`config.mk`:
```
export PLATFORM = sky130hd
export DESIGN_NAME = sha256_block_core_flat
export DESIGN_NICKNAME = d
export VERILOG_FILES = /design/src/rtl/sha256_block_core_if.sv /design/src/rtl/sha256_block_core.sv /design/src/flat_wrapper.sv
export SDC_FILE = /design/constraint.sdc
export NUM_CORES = 2
export LEC_CHECK = 0
export ABC_AREA = 1
export BUFFER_PORTS_ARGS = -buffer_cell sky130_fd_sc_hd__buf_2
export CAP_MARGIN = 10
export CORE_MARGIN = 5
export CORE_UTILIZATION = 30
export CTS_BUF_LIST = sky130_fd_sc_hd__clkbuf_16
export DETAILED_ROUTE_END_ITERATION = 6
export PLACE_DENSITY_LB_ADDON = 0.2
export SLEW_MARGIN = 25
export SYNTH_ARGS = -nofsm -noshare
export SYNTH_HDL_FRONTEND = slang
export SYNTH_SLANG_ARGS = --single-unit
export TNS_END_PERCENT = 30
```
`constraint.sdc`:
```
create_clock -name clk -period 8.9 [get_ports clk]
set_input_delay 1.78 -clock clk [delete_from_list [all_inputs] [get_ports clk]]
set_output_delay 1.78 -clock clk [all_outputs]
set_load 0.02 [all_outputs]
```
`src/rtl/sha256_block_core_if.sv`:
```
// Block-level bus for sha256_block_core: message block, start request, digest and done flag.
// SHA256_CHAIN_EN adds the chain/h_in inputs used to continue a multi-block message.
interface sha256_block_core_if;
  logic [511:0] in;
  logic         start;
  logic         done;
  logic [255:0] out;
`ifdef SHA256_CHAIN_EN
  logic         chain;
  logic [255:0] h_in;

  modport master (output in, output start, output chain, output h_in, input done, input out);
  modport slave  (input in, input start, input chain, input h_in, output done, output out);
`else
  modport master (output in, output start, input done, input out);
  modport slave  (input in, input start, output done, output out);
`endif
endinterface

```
`src/rtl/sha256_block_core.sv`:
```
// Iterative SHA-256 compression: one round per clock, 16-word sliding schedule window.
// Define SHA256_CHAIN_EN to seed a..h and the feed-forward value from h_in when chain=1.
module sha256_block_core (
  input  logic         clk,
  input  logic         reset_n,
  sha256_block_core_if.slave bus
);

  localparam logic [1:0] S_IDLE  = 2'd0;
  localparam logic [1:0] S_ROUND = 2'd1;
  localparam logic [1:0] S_DONE  = 2'd2;

  localparam logic [255:0] IV =
    256'h6a09e667_bb67ae85_3c6ef372_a54ff53a_510e527f_9b05688c_1f83d9ab_5be0cd19;

  localparam logic [0:63][31:0] K = {
    32'h428a2f98, 32'h71374491, 32'hb5c0fbcf, 32'he9b5dba5, 32'h3956c25b, 32'h59f111f1, 32'h923f82a4, 32'hab1c5ed5,
    32'hd807aa98, 32'h12835b01, 32'h243185be, 32'h550c7dc3, 32'h72be5d74, 32'h80deb1fe, 32'h9bdc06a7, 32'hc19bf174,
    32'he49b69c1, 32'hefbe4786, 32'h0fc19dc6, 32'h240ca1cc, 32'h2de92c6f, 32'h4a7484aa, 32'h5cb0a9dc, 32'h76f988da,
    32'h983e5152, 32'ha831c66d, 32'hb00327c8, 32'hbf597fc7, 32'hc6e00bf3, 32'hd5a79147, 32'h06ca6351, 32'h14292967,
    32'h27b70a85, 32'h2e1b2138, 32'h4d2c6dfc, 32'h53380d13, 32'h650a7354, 32'h766a0abb, 32'h81c2c92e, 32'h92722c85,
    32'ha2bfe8a1, 32'ha81a664b, 32'hc24b8b70, 32'hc76c51a3, 32'hd192e819, 32'hd6990624, 32'hf40e3585, 32'h106aa070,
    32'h19a4c116, 32'h1e376c08, 32'h2748774c, 32'h34b0bcb5, 32'h391c0cb3, 32'h4ed8aa4a, 32'h5b9cca4f, 32'h682e6ff3,
    32'h748f82ee, 32'h78a5636f, 32'h84c87814, 32'h8cc70208, 32'h90befffa, 32'ha4506ceb, 32'hbef9a3f7, 32'hc67178f2
  };

  function automatic logic [31:0] ror(input logic [31:0] x, input int n);
    return (x >> n) | (x << (32 - n));
  endfunction

  function automatic logic [31:0] big_sig0(input logic [31:0] x);
    return ror(x, 2) ^ ror(x, 13) ^ ror(x, 22);
  endfunction

  function automatic logic [31:0] big_sig1(input logic [31:0] x);
    return ror(x, 6) ^ ror(x, 11) ^ ror(x, 25);
  endfunction

  function automatic logic [31:0] small_sig0(input logic [31:0] x);
    return ror(x, 7) ^ ror(x, 18) ^ (x >> 3);
  endfunction

  function automatic logic [31:0] small_sig1(input logic [31:0] x);
    return ror(x, 17) ^ ror(x, 19) ^ (x >> 10);
  endfunction

  logic [1:0]   state_q, state_d;
  logic [5:0]   round_q, round_d;
  logic [31:0]  w_q [16];
  logic [31:0]  w_d [16];
  logic [255:0] wv_q, wv_d;     // working variables a..h, a in the top word
  logic [255:0] hv_q, hv_d;     // feed-forward base captured at acceptance
  logic [255:0] out_q, out_d;
  logic         done_q, done_d;

  logic [31:0]  in_w [16];
  logic [255:0] digest;
  logic [255:0] init_h;

  genvar gi;
  for (gi = 0; gi < 16; gi++) begin : g_in_words
    assign in_w[gi] = bus.in[511 - 32*gi -: 32];
  end

  for (gi = 0; gi < 8; gi++) begin : g_feed_fwd
    assign digest[255 - 32*gi -: 32] = hv_q[255 - 32*gi -: 32] + wv_q[255 - 32*gi -: 32];
  end

`ifdef SHA256_CHAIN_EN
  assign init_h = bus.chain ? bus.h_in : IV;
`else
  assign init_h = IV;
`endif

  logic [31:0] a, b, c, d, e, f, g, h;
  logic [31:0] t1, t2, w_new;

  assign {a, b, c, d, e, f, g, h} = wv_q;
  assign t1    = h + big_sig1(e) + ((e & f) ^ (~e & g)) + K[round_q] + w_q[0];
  assign t2    = big_sig0(a) + ((a & b) ^ (a & c) ^ (b & c));
  // w_q[0] is W[t]; the window always holds W[t..t+15], so this yields W[t+16].
  assign w_new = small_sig1(w_q[14]) + w_q[9] + small_sig0(w_q[1]) + w_q[0];

  always_comb begin
    state_d = state_q;
    round_d = round_q;
    w_d     = w_q;
    wv_d    = wv_q;
    hv_d    = hv_q;
    out_d   = out_q;
    done_d  = done_q;

    case (state_q)
      S_IDLE: begin
        if (bus.start) begin
          w_d     = in_w;
          wv_d    = init_h;
          hv_d    = init_h;
          round_d = 6'd0;
          state_d = S_ROUND;
        end
      end
      S_ROUND: begin
        wv_d = {t1 + t2, a, b, c, d + t1, e, f, g};
        for (int i = 0; i < 15; i++) w_d[i] = w_q[i + 1];
        w_d[15] = w_new;
        round_d = round_q + 6'd1;
        if (round_q == 6'd63) state_d = S_DONE;
      end
      S_DONE: begin
        // First DONE cycle finalizes; start is only honoured once the digest is visible.
        if (!done_q) begin
          out_d  = digest;
          done_d = 1'b1;
        end else if (bus.start) begin
          w_d     = in_w;
          wv_d    = init_h;
          hv_d    = init_h;
          round_d = 6'd0;
          done_d  = 1'b0;
          state_d = S_ROUND;
        end
      end
      default: state_d = S_IDLE;
    endcase
  end

  always_ff @(posedge clk or negedge reset_n) begin
    if (!reset_n) begin
      state_q <= S_IDLE;
      round_q <= 6'd0;
      for (int i = 0; i < 16; i++) w_q[i] <= 32'd0;
      wv_q    <= 256'd0;
      hv_q    <= 256'd0;
      out_q   <= 256'd0;
      done_q  <= 1'b0;
    end else begin
      state_q <= state_d;
      round_q <= round_d;
      w_q     <= w_d;
      wv_q    <= wv_d;
      hv_q    <= hv_d;
      out_q   <= out_d;
      done_q  <= done_d;
    end
  end

  assign bus.done = done_q;
  assign bus.out  = out_q;

endmodule

```
`src/flat_wrapper.sv`:
```
// flat-port wrapper written by rule: the top's interface ports become plain ports
module sha256_block_core_flat 
  (clk, reset_n, bus_in, bus_start, bus_done, bus_out);
  sha256_block_core_if bus_i ();
  input  logic clk;
  input  logic reset_n;
  input wire logic [$bits(bus_i.in)-1:0] bus_in;
  input wire logic [$bits(bus_i.start)-1:0] bus_start;
  output wire logic [$bits(bus_i.done)-1:0] bus_done;
  output wire logic [$bits(bus_i.out)-1:0] bus_out;
  assign bus_i.in = bus_in;
  assign bus_i.start = bus_start;
  assign bus_done = bus_i.done;
  assign bus_out = bus_i.out;
  sha256_block_core u_core (.clk(clk), .reset_n(reset_n), .bus(bus_i));
endmodule
```
==> metrics.txt <==
CP endpoint u_core.wv_q[245]; CP peak stage delay 0.56 ns; status finished, final reports clean; Initial Util between 30% and 40%; setup TNS 0 ns; Final HPWL DP 274 mm; worst path arrival time 8.99 ns; max-cap viol count 0; Core Area roughly 0.24 mm²; Num Clock Sinks 1034; Post-synth EDFFs 0; final setup vio count 0; largest net degree at the start of global routing 220; f_max 0.120 GHz; Worst-Margin Slew 1.09 ns; I/O Pins 772; root buffer cell clkbuf_16; clk_lat worst skew around 0.82 ns; setup repair after global routing missed its margin false; CTS Hold Bufs 0; DR pass1 iterations 6; DR WL/cell 25.2 µm; Final Max Tran Viols 0; vias in the first global route 69000; final hold violations 0; Area growth syn-to-layout 17.1%; Die W 499 µm; synthesized net count 10600; Die Ht roughly 500 µm; Reg2Reg Depth 35; drt via density 5.16; DRC 0; CTS tree yes; top_reg_cell synth dfrtp_1; fin nets between 10000 and 15000; Avg Cell Area, Syn roughly 7.4 µm²; Yosys warning total 0; CP Class flop to flop; clk buf depth 3; Final Skew about 0.043 ns; area of the mapped netlist 0.0716 mm²; gpl congestion roughly 0.95; Req. time, crit path 9.56 ns; CP endpoint kind flop; first-pass GRT wire length 490 mm; Async SR Flop Fraction 100%; #FFs+latches synth 1034; worst setup path start u_core.round_q[0]; number of placement rows between 150 and 200; via count between 70000 and 80000; Tmin final between 8 and 9 ns; initial antenna violation count 106; I/O Buffers 771; H-tree depth 4; Routed Antenna Nets 0; Worst R2R End u_core.wv_q[245]; RR Startpoint u_core.round_q[0]; startpoint type of the worst setup path flop; Total GRT Usage 26.6%; post-synthesis cell count 9653; final wirelength around 340 mm; Seq/Total Area, Yosys 36.1%; Iteration-0 DRC Markers about 5800; final worst path period share 93.7%; cts bufs inserted 134; clock slew at reported path FFs 0.07 ns; Reg2Reg Setup Slack 0.56 ns; Hold Crit Class flop to flop; crit path max-delay cell type dfrtp_1; die area between 0.2 and 0.25 mm²; Worst slew margin 27.2%; layout cell share with drive strength beyond 1 between 10% and 20%; worst-path fanout max 10; Overflow after GRT 0; Distinct cells, synth 58
[kinds of logic (layout without fill, tap and decap cells)]
| group | Yosys count | in the layout | synth area share, % |
|---|---|---|---|
| compound gates | 2106 | 2106 | 17.4 |
| xor+xnor | 393 | 393 | 4.81 |
| fa+ha+maj | 473 | 473 | 10.3 |
| buf+inv | 1822 | 2567 | 9.73 |
| flops | 1034 | 1034 | 36.1 |
| other cells | 0 | 36 | 0 |
| simple gates | 3825 | 3825 | 21.7 |
[cell usage after synthesis, types with 25 or more instances]
cell	number	share of area, %
a31oi_1	245	2.1
fa_1	191	5.3
a22oi_1	53	0.56
o21ai_0	629	4.4
o21bai_1	43	0.45
buf_2	98	0.69
o31ai_1	25	0.26
o211ai_1	291	3.1
o21ai_1	121	0.85
ha_1	281	4.9
or2_2	31	0.27
xor2_1	225	2.8
inv_1	1327	7.0
buf_1	49	0.26
nand2_1	2310	12
dfrtp_1	1034	36
xnor2_1	168	2.1
nand4_1	100	0.87
nor3_1	109	0.76
clkbuf_1	325	1.7
nor2_1	792	4.2
a21oi_1	446	3.1
o22ai_1	129	1.1
nand3_1	431	3.0
[per-layer routing]
metal | vias to the layer above | wire [µm] | GRT usage, %
li1 | 33000 | - | -
met1 | 34300 | 153000 | 36.0
met2 | 2334 | 156000 | 43.0
met3 | 539 | 21400 | 5.05
met4 | 128 | 11400 | 8.13
met5 | - | 824 | 0
[worst min path at each step]
stage / cells past startpoint / slack (ns) / endpoint / start
after CTS: 2 / 0.47 / u_core.bus.out[0] / u_core.bus.out[0]
final: 2 / 0.47 / u_core.bus.out[0] / u_core.bus.out[0]
after global routing: 2 / 0.49 / u_core.bus.out[158] / u_core.bus.out[158]
after global placement: 2 / 0.46 / u_core.bus.out[0] / u_core.bus.out[0]
after floorplan: 2 / 0.49 / u_core.w_q[169] / u_core.w_q[169]
after detailed placement: 2 / 0.46 / u_core.bus.out[0] / u_core.bus.out[0]
[final cells by class]
| class | count | area [µm²] |
|---|---|---|
| repair buffers | 986 | 5710 |
| clock buffers | 135 | 3380 |
| multi-input cells | 6797 | 38800 |
| inverters | 1349 | 5090 |
| well taps | 3167 | 3960 |
| flip-flops and latches | 1034 | 25900 |
| clock inverters | 97 | 981 |
| diodes | 36 | 90.1 |
| fillers | 25700 | 154000 |
[critical path, delay by kind of cell (launching register included)]
family	cells	cell delay, ns
adders and majority gates	7	2.73
AOI/OAI and AO/OA	8	1.70
and+or+nand+nor	9	1.54
DFF	1	0.56
xor gates and xnor gates	1	0.07
buffers and inverters	10	1.54
[registers in the layout, summed over array words and instances, names as in the netlist]
name             count
u_core.wv_q        256
u_core.bus.out     256
u_core.hv_q          1
u_core.round_q       6
u_core.bus.done      1
u_core.w_q         512
u_core.state_q       2
[metrics by stage]
stage | cell area [µm²] | utilization (%) | instances | worst slack [ns] | hold WS (ns)
global route | 83800 | 35.3 | 13600 | 0.0483 | 0.490
CTS | 83700 | 35.2 | 13600 | 0.461 | 0.472
detailed placement | 79400 | 33.4 | 13300 | 0.481 | 0.457
global placement | 79400 | 33.4 | 13300 | 0.465 | 0.456
finish | 83900 | 35.3 | 13600 | 0.564 | 0.465
floorplan | 71600 | - | 9653 | 1.93 | 0.486
[cell usage in the layout (no fill, tap or decap), types with 24 or more instances in the layout]
master / instances
a31oi_1: 245
xor2_1: 225
o21ai_1: 127
o21ai_0: 623
clkbuf_16: 135
dfrtp_1: 1032
buf_2: 770
nand3_1: 431
nor2_1: 791
inv_1: 1354
xnor2_1: 168
nand2_1: 2310
o22ai_1: 129
buf_4: 196
a21o_1: 24
diode_2: 36
a21oi_1: 446
nor3_1: 109
ha_1: 281
fa_1: 191
o211ai_1: 291
o31ai_1: 25
nand4_1: 100
a22oi_1: 53
o21bai_1: 43
or2_2: 31
[repair_timing]
action | 4_1_cts | 5_1_grt
resized for setup | 0 | 2
buffers inserted | 0 | 0
setup endpoints to repair | 0 | 2
Power is left out: the tool's default activity adds up to more than one toggle a clock period on the data nets, which glitch-free logic cannot reach.
